### config.mk
export PLATFORM = sky130hd
export DESIGN_NAME = reg_file_stk
export DESIGN_NICKNAME = d
export VERILOG_FILES = /design/src/rtl/reg_file_stk.sv
export SDC_FILE = /design/constraint.sdc
export NUM_CORES = 1
export LEC_CHECK = 0
export CAP_MARGIN = 20
export CORE_MARGIN = 3
export CORE_UTILIZATION = 45
export CTS_CLUSTER_SIZE = 10
export DETAILED_ROUTE_END_ITERATION = 10
export SYNTH_ARGS = -nofsm -noshare
export SYNTH_HDL_FRONTEND = slang
export SYNTH_SLANG_ARGS = --single-unit
### constraint.sdc
create_clock -name clk -period 13.3 [get_ports clk]
set_clock_uncertainty 0.2 [all_clocks]
set_input_delay 2.66 -clock clk [delete_from_list [all_inputs] [get_ports clk]]
set_output_delay 2.66 -clock clk [all_outputs]
set_load 0.02 [all_outputs]
### src/rtl/reg_file_stk.sv
// Register file with MOV/INC/DEC/LOAD/FLIP ops and a CALL/RET return-address stack.
// Optional build macro RF_STACK_WRAP_EN: CALL on a full stack overwrites the oldest entry instead of faulting.
module reg_file_stk #(
  parameter int DATA_W    = 8,
  parameter int NREGS     = 16,
  parameter int ADDR_W    = 10,
  parameter int STK_DEPTH = 4
) (
  input  logic                     clk,
  input  logic                     start,
  input  logic [2:0]               op,
  input  logic [$clog2(NREGS)-1:0] src,
  input  logic [$clog2(NREGS)-1:0] dst,
  input  logic [3:0]               imm,
  input  logic [DATA_W-1:0]        load_data,
  input  logic [ADDR_W-1:0]        pc,
  input  logic [$clog2(NREGS)-1:0] rd_sel,
  output logic [DATA_W-1:0]        rd_data,
  output logic                     src_zero,
  output logic [ADDR_W-1:0]        ret_addr,
  output logic                     ret_valid,
  output logic                     stk_full,
  output logic                     stk_empty,
  output logic                     err
);
  localparam int SEL_W  = $clog2(NREGS);
  localparam int CNT_W  = $clog2(STK_DEPTH + 1);
  localparam int PTR_W  = $clog2(STK_DEPTH);
  localparam int BIT_RAW = (DATA_W > 1) ? $clog2(DATA_W) : 1;
  localparam int BIT_W  = (BIT_RAW > 4) ? 4 : BIT_RAW;

  localparam logic [2:0] OP_NOP  = 3'b000;
  localparam logic [2:0] OP_MOV  = 3'b001;
  localparam logic [2:0] OP_INC  = 3'b010;
  localparam logic [2:0] OP_DEC  = 3'b011;
  localparam logic [2:0] OP_LOAD = 3'b100;
  localparam logic [2:0] OP_CALL = 3'b101;
  localparam logic [2:0] OP_RET  = 3'b110;
  localparam logic [2:0] OP_FLIP = 3'b111;

  logic [DATA_W-1:0] regs_q [NREGS];
  logic [DATA_W-1:0] regs_d [NREGS];
  logic [ADDR_W-1:0] stk_q  [STK_DEPTH];
  logic [ADDR_W-1:0] stk_d  [STK_DEPTH];
  logic [CNT_W-1:0]  cnt_q, cnt_d;
  logic [ADDR_W-1:0] ret_addr_q, ret_addr_d;
  logic              ret_valid_q, ret_valid_d;
  logic              stk_full_q, stk_full_d;
  logic              stk_empty_q, stk_empty_d;
  logic              err_q, err_d;

  logic [DATA_W-1:0] src_val, dst_val, rd_val, step, wr_val;
  logic              wr_en, dst_ok;
  logic [PTR_W-1:0]  push_idx, top_idx;
  logic              unused_imm;

  assign unused_imm = ^imm;

  // Index 0 and out-of-range indices both read as zero.
  always_comb begin
    src_val = '0;
    dst_val = '0;
    rd_val  = '0;
    if (src != '0 && 32'(src) < NREGS)       src_val = regs_q[src];
    if (dst != '0 && 32'(dst) < NREGS)       dst_val = regs_q[dst];
    if (rd_sel != '0 && 32'(rd_sel) < NREGS) rd_val  = regs_q[rd_sel];
  end

  assign dst_ok   = (dst != '0) && (32'(dst) < NREGS);
  assign step     = DATA_W'(imm[2:0]) + DATA_W'(1);
  assign push_idx = PTR_W'(cnt_q);
  assign top_idx  = PTR_W'(cnt_q - CNT_W'(1));

  always_comb begin
    regs_d      = regs_q;
    stk_d       = stk_q;
    cnt_d       = cnt_q;
    ret_addr_d  = ret_addr_q;
    ret_valid_d = 1'b0;
    err_d       = err_q;
    wr_en       = 1'b0;
    wr_val      = '0;

    case (op)
      OP_MOV: begin
        wr_en  = 1'b1;
        wr_val = (src == dst) ? '0 : src_val;
      end
      OP_INC: begin
        wr_en  = 1'b1;
        wr_val = src_val + step;
      end
      OP_DEC: begin
        wr_en  = 1'b1;
        wr_val = src_val - step;
      end
      OP_LOAD: begin
        wr_en  = 1'b1;
        wr_val = load_data;
      end
      OP_FLIP: begin
        wr_en  = 1'b1;
        wr_val = dst_val ^ (DATA_W'(1) << imm[BIT_W-1:0]);
      end
      OP_CALL: begin
        if (cnt_q != CNT_W'(STK_DEPTH)) begin
          stk_d[push_idx] = pc + ADDR_W'(1);
          cnt_d           = cnt_q + CNT_W'(1);
        end else begin
`ifdef RF_STACK_WRAP_EN
          // Full stack: slide everything down one slot, dropping the oldest.
          for (int i = 0; i < STK_DEPTH - 1; i++) stk_d[i] = stk_q[i+1];
          stk_d[STK_DEPTH-1] = pc + ADDR_W'(1);
`else
          err_d = 1'b1;
`endif
        end
      end
      OP_RET: begin
        if (cnt_q != '0) begin
          ret_addr_d  = stk_q[top_idx];
          ret_valid_d = 1'b1;
          cnt_d       = cnt_q - CNT_W'(1);
        end else begin
          err_d = 1'b1;
        end
      end
      OP_NOP:  ;
      default: ;
    endcase

    if (wr_en && dst_ok) regs_d[dst] = wr_val;
    regs_d[0] = '0;

    stk_full_d  = (cnt_d == CNT_W'(STK_DEPTH));
    stk_empty_d = (cnt_d == '0);
  end

  always_ff @(posedge clk) begin
    if (start) begin
      for (int i = 0; i < NREGS; i++)     regs_q[i] <= '0;
      for (int i = 0; i < STK_DEPTH; i++) stk_q[i]  <= '0;
      cnt_q       <= '0;
      ret_addr_q  <= '0;
      ret_valid_q <= 1'b0;
      stk_full_q  <= 1'b0;
      stk_empty_q <= 1'b1;
      err_q       <= 1'b0;
    end else begin
      regs_q      <= regs_d;
      stk_q       <= stk_d;
      cnt_q       <= cnt_d;
      ret_addr_q  <= ret_addr_d;
      ret_valid_q <= ret_valid_d;
      stk_full_q  <= stk_full_d;
      stk_empty_q <= stk_empty_d;
      err_q       <= err_d;
    end
  end

  assign rd_data   = rd_val;
  assign src_zero  = (src_val == '0);
  assign ret_addr  = ret_addr_q;
  assign ret_valid = ret_valid_q;
  assign stk_full  = stk_full_q;
  assign stk_empty = stk_empty_q;
  assign err       = err_q;

endmodule

==> reports/summary.json, run 1 <==
{
  "outcome": "completed",
  "wl_per_cell_um": 22.61,
  "max_clock_freq_ghz": 0.1109,
  "yosys_register_bits": 177,
  "cellLeakagePower_nw": 4.015,
  "initial_core_util_pct": 46.53,
  "tritoncts_clock_tree": "done",
  "post_synth_edffs": 0,
  "finalHoldViolations": 0,
  "cts.htree.levels": 4,
  "worst_setup_hold_path_clk_slew_ps": 80,
  "criticalPathCategory": "in -> out",
  "netlist-cell-type-count": 65,
  "finalSetupViolations": 0,
  "first_pass_iters": 7,
  "post_synth_main_area_contributors": "sky130_fd_sc_hd__dfxtp_1, sky130_fd_sc_hd__mux4_2, sky130_fd_sc_hd__a211oi_1",
  "layout.nets": 1094,
  "drv.max_cap_violation_count": 0,
  "diodes": 0,
  "timing.max_slew.rel_slack_pct": 24.77,
  "gp_congestion": 0.8280,
  "grt_antenna_before_repair": 0,
  "grt.total_usage_pct": 24.01,
  "route.vias.total": 8403,
  "die-height_um": 160.4,
  "critPathArrivalTime_ps": 6160,
  "post_dp_hpwl_um": 19590,
  "post_synth_inst_count": 1026,
  "syn_to_final_growth_pct": 12.64,
  "fin_crit_sh_pct": 67.79,
  "grt_first_pass_wirelength_um": 48140,
  "fp.dieW_um": 160.4,
  "synth-warning-count": 0,
  "first_global_vias": 8009,
  "core_region_area_mm2": 0.02305,
  "timing.hold.worst.class": "reg -> reg",
  "synth_async_sr_flop_share_pct": 0,
  "cts_sinks": 177,
  "mappedNetlistArea_mm2": 0.01073,
  "drc": 0,
  "cts-resized-gates": 0,
  "cts.root.buffer_cell": "sky130_fd_sc_hd__clkbuf_16",
  "pwrdens_mw_per_mm2": 111.6,
  "worst_path_dominant_cell_family": "buffers and inverters",
  "crit_buf_inv": 3,
  "synth_top_flop_cell": "sky130_fd_sc_hd__dfxtp_1",
  "vdd_ir_drop_max_v": 0.00009053,
  "critPathMaxStageDelay_ps": 670,
  "synthMostInstantiatedCell": "sky130_fd_sc_hd__nor2_1",
  "floorplan.io_pins": 62,
  "rows": 55,
  "synth.yosys.seq_area_share_pct": 33.03,
  "post_cts_hold_buffer_count": 0,
  "dp_cells": 1325,
  "syn-num-nets": 1088,
  "worstSetupStartpointType": "primary input",
  "largest_net_degree_at_the_start_of_global_routing": 112,
  "final_layout_setup_total_negative_slack_ps": 0,
  "postCtsSetupRepairBufs": 0,
  "maximum_net_fanout_on_the_critical_path": 37,
  "final_max_slew_viol_count": 0,
  "tritoncts_buffer_count": 17,
  "port_buffers": 60,
  "synth_area_per_inst_um2": 10.45,
  "synth.top_cell.area_share_pct": 33.03,
  "crit_path_top_delay_cell": "sky130_fd_sc_hd__clkdlybuf4s50_1",
  "die_area_mm2": 0.02573,
  "worst_ep_required_time_ps": 10440,
  "routed_via_density": 6.188,
  "grt_overflow": 0,
  "drt_first_iter_violations": 722,
  "cts_buffer_depth": 2,
  "period_needed_ps": 9016,
  "finalWirelength_um": 30710,
  "layout.cells.non_filler": 1358,
  "synth_area_leader_cell": "sky130_fd_sc_hd__dfxtp_1",
  "ratio_of_cells_with_drive_above_1_in_the_final_layout_pct": 22.39,
  "count_of_filler_cells_inserted_in_the_layout": 2083,
  "end_kind": "output pin",
  "drt.antenna.violating_nets": 0,
  "tightestPinTransition_ps": 1125,
  "grt_setup_unrepaired": "no",
  "ys_top_cells_by_count": "sky130_fd_sc_hd__nor2_1, sky130_fd_sc_hd__dfxtp_1, sky130_fd_sc_hd__a211oi_1",
  "clock_network_latency_to_the_later_pin_of_the_worst_skew_pair_ps": 440,
  "path_cells": "buf_2, buf_4, mux4_1, mux2_2, a32oi_1, or4b_1, nor4_2, clkdlybuf4s50_1"
}
## where the power goes
group / total, mW / internal (mW) / switching [mW]
clock: 0.534 / 0.264 / 0.270
combinational: 0.247 / 0.101 / 0.146
sequential: 0.567 / 0.549 / 0.0181
total: 1.35 / 0.913 / 0.434
## final timing paths
check	startpoint	endpoint	slack [ps]	depth (start not counted)
setup / recovery	src[0]	src_zero	4280	8
hold / removal	stk_q[1]$_SDFFE_PP0P_	stk_q[1]$_SDFFE_PP0P_	260	2
setup reg to reg	regs_q[48]$_SDFFE_PP0P_	regs_q[14]$_SDFFE_PP0P_	8940	12
hold reg to reg	stk_q[1]$_SDFFE_PP0P_	stk_q[1]$_SDFFE_PP0P_	260	2
## area by class of cell
cell class / instances / area [um^2] / share of cell area (%)
multi-input combinational: 739 / 6693 / 55.39
sequential: 177 / 3543 / 29.33
timing repair buffer: 82 / 762.0 / 6.306
clock buffer: 17 / 425.4 / 3.521
tap: 313 / 391.6 / 3.241
clock inverter: 15 / 211.5 / 1.750
inverter: 15 / 56.30 / 0.4660
## worst register-to-register path: stages, from the launching register on
cell	delay [ps]
sky130_fd_sc_hd__dfxtp_1	340
sky130_fd_sc_hd__mux4_1	500
sky130_fd_sc_hd__mux2_2	290
sky130_fd_sc_hd__a32oi_1	510
sky130_fd_sc_hd__ha_1	300
sky130_fd_sc_hd__inv_1	60
sky130_fd_sc_hd__fa_1	400
sky130_fd_sc_hd__a21o_1	200
sky130_fd_sc_hd__a21oi_1	300
sky130_fd_sc_hd__or3_1	170
sky130_fd_sc_hd__and3_1	160
sky130_fd_sc_hd__o2111a_1	600
sky130_fd_sc_hd__a211oi_1	180
## placed cells by master (no fill, tap or decap), types with 5 or more instances in the layout
cell type,n
sky130_fd_sc_hd__nand3_1,12
sky130_fd_sc_hd__buf_2,5
sky130_fd_sc_hd__xor2_1,16
sky130_fd_sc_hd__nand2_1,45
sky130_fd_sc_hd__mux4_2,83
sky130_fd_sc_hd__dfxtp_1,177
sky130_fd_sc_hd__mux2_2,32
sky130_fd_sc_hd__inv_1,13
sky130_fd_sc_hd__nor2_1,175
sky130_fd_sc_hd__nor2_2,6
sky130_fd_sc_hd__nor3_1,8
sky130_fd_sc_hd__clkbuf_16,17
sky130_fd_sc_hd__a22o_1,16
sky130_fd_sc_hd__and2_1,6
sky130_fd_sc_hd__clkinv_8,5
sky130_fd_sc_hd__nor3b_1,5
sky130_fd_sc_hd__nor2b_1,12
sky130_fd_sc_hd__a211oi_1,130
sky130_fd_sc_hd__nand2b_1,9
sky130_fd_sc_hd__a221o_1,6
sky130_fd_sc_hd__xnor2_1,9
sky130_fd_sc_hd__inv_12,5
sky130_fd_sc_hd__clkdlybuf4s50_1,54
sky130_fd_sc_hd__o21ai_0,8
sky130_fd_sc_hd__mux4_1,13
sky130_fd_sc_hd__a21oi_1,22
sky130_fd_sc_hd__a211oi_2,34
sky130_fd_sc_hd__mux2i_1,7
sky130_fd_sc_hd__buf_4,20
sky130_fd_sc_hd__ha_1,22
## layer usage
metal / track usage (%) / up-vias / wire length (um)
met5: 0 / - / 0
met4: 7.653 / 0 / 827
met3: 4.411 / 49 / 1864
met2: 37.76 / 291 / 14290
met1: 33.68 / 4122 / 13720
li1: - / 3941 / -
## logic make-up (layout without fill, tap and decap cells)
| kind of cell | after synthesis | count (layout) | share of synthesized area [%] |
|---|---|---|---|
| muxes | 136 | 136 | 24.73 |
| xor gates and xnor gates | 26 | 26 | 2.263 |
| and+or+nand+nor | 305 | 305 | 12.52 |
| AOI/OAI and AO/OA | 249 | 249 | 19.57 |
| buffers and inverters | 110 | 129 | 5.132 |
| DFF | 177 | 177 | 33.03 |
| adders and majority gates | 23 | 23 | 2.753 |
## state kept, by name, indices dropped and copies added (netlist names)
register   cells
regs_q       120
stk_q         40
ret_addr      10
cnt_q          3
err            1
ret_valid      1
stk_empty      1
stk_full       1
## metrics by stage
stage	instance area (um^2)	power (mW)	utilization [%]	hold WS, ps	setup slack, ps
final	12080	1.348	52.41	257.1	4284
after global placement	11410	0.8214	49.50	244.2	4355
after global routing	12080	1.403	52.41	281.4	4126
after CTS	12080	1.357	52.38	259.2	4306
after floorplan	10730	0.7551	-	233.4	5470
after detailed placement	11440	0.8253	49.62	247.4	4307
(Power assumes the default switching activity.)
==> inputs of run 2 (changes only) <==
PLACE_DENSITY = 0.65   (was unset)
clock period = 7.6 ns   (was 13.3 ns; I/O delays follow)
==> run 2 against run 1 <==
Die area unchanged. Worst setup slack got worse by 3400 ps. Core utilization decreased by 0.16 points. Sequential power increased by 75%. Wire length decreased by 2.6%. Global-route usage decreased by 0.75 points. Clock power increased by 68%. Register-to-register slack got worse by 5600 ps. Total power increased by 72%. Critical path depth unchanged. Final area decreased by 0.30%. Non-clock buffer count increased by 4. Largest power group unchanged.
==> reports/summary.json, run 2 (synthesis gave the netlist of run 1 again) <==
{
  "outcome": "completed",
  "final_max_slew_viol_count": {"value": 0, "change": "unchanged"},
  "rows": {"value": 55, "change": "unchanged"},
  "largest_net_degree_at_the_start_of_global_routing": {"value": 94, "change": "-16%"},
  "worst_setup_hold_path_clk_slew": {"value": 70, "unit": "ps", "change": "about the same"},
  "first_pass_iters": {"value": 7, "change": "unchanged"},
  "drv.max_cap_violation_count": {"value": 0, "change": "unchanged"},
  "hold_ws": {"value": 255.3, "unit": "ps", "change": "-1.821 ps"},
  "drt.antenna.violating_nets": {"value": 0, "change": "unchanged"},
  "port_buffers": {"value": 60, "change": "unchanged"},
  "pwrdens": {"value": 192.4, "unit": "mW/mm^2", "change": "+73%"},
  "count_of_filler_cells_inserted_in_the_layout": {"value": 2048, "change": "-1.7%"},
  "tritoncts_buffer_count": {"value": 17, "change": "unchanged"},
  "cts.root.buffer_cell": "sky130_fd_sc_hd__clkbuf_16",
  "syn_to_final_growth_pct": 12.31,
  "grt_setup_unrepaired": "no",
  "tightestPinTransition": {"value": 1132, "unit": "ps", "change": "+7.183 ps"},
  "critPathMaxStageDelay": {"value": 660, "unit": "ps", "change": "about the same"},
  "post_dp_hpwl": {"value": 20000, "unit": "um", "change": "+2.1%"},
  "max_clock_freq_ghz": 0.1486,
  "finalHoldViolations": {"value": 0, "change": "unchanged"},
  "vdd_ir_drop_max": {"value": 0.0001149, "unit": "V", "change": "+27%"},
  "end_kind": "output pin",
  "layout.nets": {"value": 1098, "change": "+0.37%"},
  "criticalPathCategory": "in -> out",
  "grt_overflow": {"value": 0, "change": "unchanged"},
  "clock_network_latency_to_the_later_pin_of_the_worst_skew_pair": {"value": 440, "unit": "ps", "change": "about the same"},
  "grt_first_pass_wirelength": {"value": 46840, "unit": "um", "change": "-2.7%"},
  "routed_via_density": {"value": 6.195, "change": "+0.11%"},
  "worstHoldStart": "ret_addr[1]$_SDFFE_PP0P_",
  "die_area": {"value": 0.02573, "unit": "mm^2", "change": "unchanged"},
  "worst_ep_required_time": {"value": 5880, "unit": "ps", "change": "-4560 ps"},
  "tritoncts_clock_tree": "done",
  "route.vias.total": {"value": 8437, "change": "+0.40%"},
  "fp.dieW": {"value": 160.4, "unit": "um", "change": "unchanged"},
  "wl_per_cell": {"value": 21.96, "unit": "um", "change": "-2.9%"},
  "grt.total_usage": {"value": 23.26, "unit": "%", "change": "-0.75 points"},
  "worstReg2RegStart": "regs_q[48]$_SDFFE_PP0P_",
  "floorplan.io_pins": {"value": 62, "change": "unchanged"},
  "postCtsSetupRepairBufs": {"value": 0, "change": "unchanged"},
  "maximum_net_fanout_on_the_critical_path": {"value": 25, "change": "-32%"},
  "cts_buffer_depth": {"value": 2, "change": "unchanged"},
  "cellLeakagePower": {"value": 3.999, "unit": "nW", "change": "-0.41%"},
  "fin_crit_sh_pct": 88.56,
  "cts.htree.levels": {"value": 4, "change": "unchanged"},
  "die-height": {"value": 160.4, "unit": "um", "change": "unchanged"},
  "drt_first_iter_violations": {"value": 648, "change": "-10%"},
  "diodes": {"value": 0, "change": "unchanged"},
  "path_cells": "buf_2, buf_4, mux4_1, mux2_2, a32oi_1, nand3_1, nor4_2, clkdlybuf4s50_1",
  "period_needed_ps": 6731,
  "worstSetupStartpointType": "primary input",
  "final_layout_setup_total_negative_slack": {"value": 0, "unit": "ps", "change": "unchanged"},
  "worst_path_dominant_cell_family": "buffers and inverters",
  "finalWirelength": {"value": 29910, "unit": "um", "change": "-2.6%"},
  "initial_core_util": {"value": 46.53, "unit": "%", "change": "unchanged"},
  "grt_antenna_before_repair": {"value": 0, "change": "unchanged"},
  "critPathArrivalTime": {"value": 5010, "unit": "ps", "change": "-1150 ps"},
  "ratio_of_cells_with_drive_above_1_in_the_final_layout": {"value": 22.69, "unit": "%", "change": "+0.30 points"},
  "largest_register_ff_count": {"value": 120, "change": "unchanged"},
  "cts-resized-gates": {"value": 0, "change": "unchanged"},
  "final_cell_mix": "sky130_fd_sc_hd__dfxtp_1, sky130_fd_sc_hd__nor2_1, sky130_fd_sc_hd__a211oi_1",
  "core_region_area": {"value": 0.02305, "unit": "mm^2", "change": "unchanged"},
  "finalSetupViolations": {"value": 0, "change": "unchanged"},
  "post_cts_hold_buffer_count": {"value": 0, "change": "unchanged"},
  "crit_buf_inv": {"value": 3, "change": "unchanged"},
  "largest-register": "regs_q",
  "gp_congestion": {"value": 0.8966, "change": "+8.3%"},
  "cts_sinks": {"value": 177, "change": "unchanged"},
  "startpoint": "src[0]",
  "timing.max_slew.rel_slack": {"value": 24.37, "unit": "%", "change": "-0.40 points"},
  "timing.hold.worst.class": "reg -> reg",
  "drc": {"value": 0, "change": "unchanged"},
  "first_global_vias": {"value": 7987, "change": "-0.27%"},
  "layout.cells.most_common": "sky130_fd_sc_hd__dfxtp_1",
  "crit_path_top_delay_cell": "sky130_fd_sc_hd__clkdlybuf4s50_1"
}
## run 2: cell count changes in the layout (fill, tap and decap cells not counted)
cell	previous run	this run
sky130_fd_sc_hd__buf_6	1	2
sky130_fd_sc_hd__clkbuf_4	1	0
sky130_fd_sc_hd__clkinv_8	5	1
sky130_fd_sc_hd__bufinv_16	0	1
sky130_fd_sc_hd__buf_16	1	0
sky130_fd_sc_hd__clkinvlp_4	0	4
sky130_fd_sc_hd__nor3_4	1	0
sky130_fd_sc_hd__buf_4	20	25
sky130_fd_sc_hd__clkinv_4	1	2
sky130_fd_sc_hd__inv_8	2	5
sky130_fd_sc_hd__nor3_2	3	4
sky130_fd_sc_hd__inv_12	5	0
## run 2: worst min-delay path: cells and delay by family, from the launching register on
kind	cells	cell delay, ps
compound gates	1	50
flops	1	310
simple gates	1	50
## run 2: cell type report
type / count / area (um^2) / share of cell area [%]
Sequential cell: 177 / 3543 / 29.41
Timing Repair Buffer: 86 / 775.7 / 6.440
Clock inverter: 15 / 167.7 / 1.392
Multi-Input combinational cell: 739 / 6686 / 55.50
Clock buffer: 17 / 425.4 / 3.531
Inverter: 15 / 56.30 / 0.4674
Tap cell: 313 / 391.6 / 3.251
## run 2: power by group
part	internal (mW)	leakage, nW	switching, mW	total (mW)
Combinational	0.177	2.29	0.253	0.430
Sequential	0.960	1.43	0.0318	0.992
Clock	0.468	0.279	0.427	0.896
Total	1.61	4.00	0.712	2.32
## run 2: per-layer routing
layer  track usage [%]  vias up  part of all wire [%]  routed length [um]
met1             31.83     4128                    43               12890
met3             4.565       60                   7.0                2102
met5                 0        -                     0                   0
li1                  -     3939                     -                   -
met2             36.15      310                    46               13780
met4             9.822        0                   3.8                1132
## run 2: metrics by stage
step / utilization [%] / instance area [um^2] / worst slack, ps / instances / power [mW]
after detailed placement: 49.63 / 11440 / 890.6 / 1329 / 1.438
after global placement: 49.63 / 11440 / 930.3 / 1329 / 1.434
after floorplan: - / 10730 / 2050 / 1026 / 1.321
final: 52.26 / 12050 / 869.4 / 1362 / 2.318
after global routing: 52.26 / 12050 / 748.3 / 1362 / 2.406
after CTS: 52.21 / 12040 / 857.0 / 1361 / 2.324
## run 2: worst paths after layout
path                              end  slack (ps)  cells after the start
max                          src_zero         870                      8
min          ret_addr[1]$_SDFFE_PP0P_         260                      2
max reg2reg    regs_q[6]$_SDFFE_PP0P_        3320                     12
min reg2reg  ret_addr[1]$_SDFFE_PP0P_         260                      2
==> inputs of run 3 (changes only) <==
CTS_CLUSTER_DIAMETER = 150   (was unset)
==> results of run 3 <==
No change in the layout: final DEF, timing and power equal those of run 2.
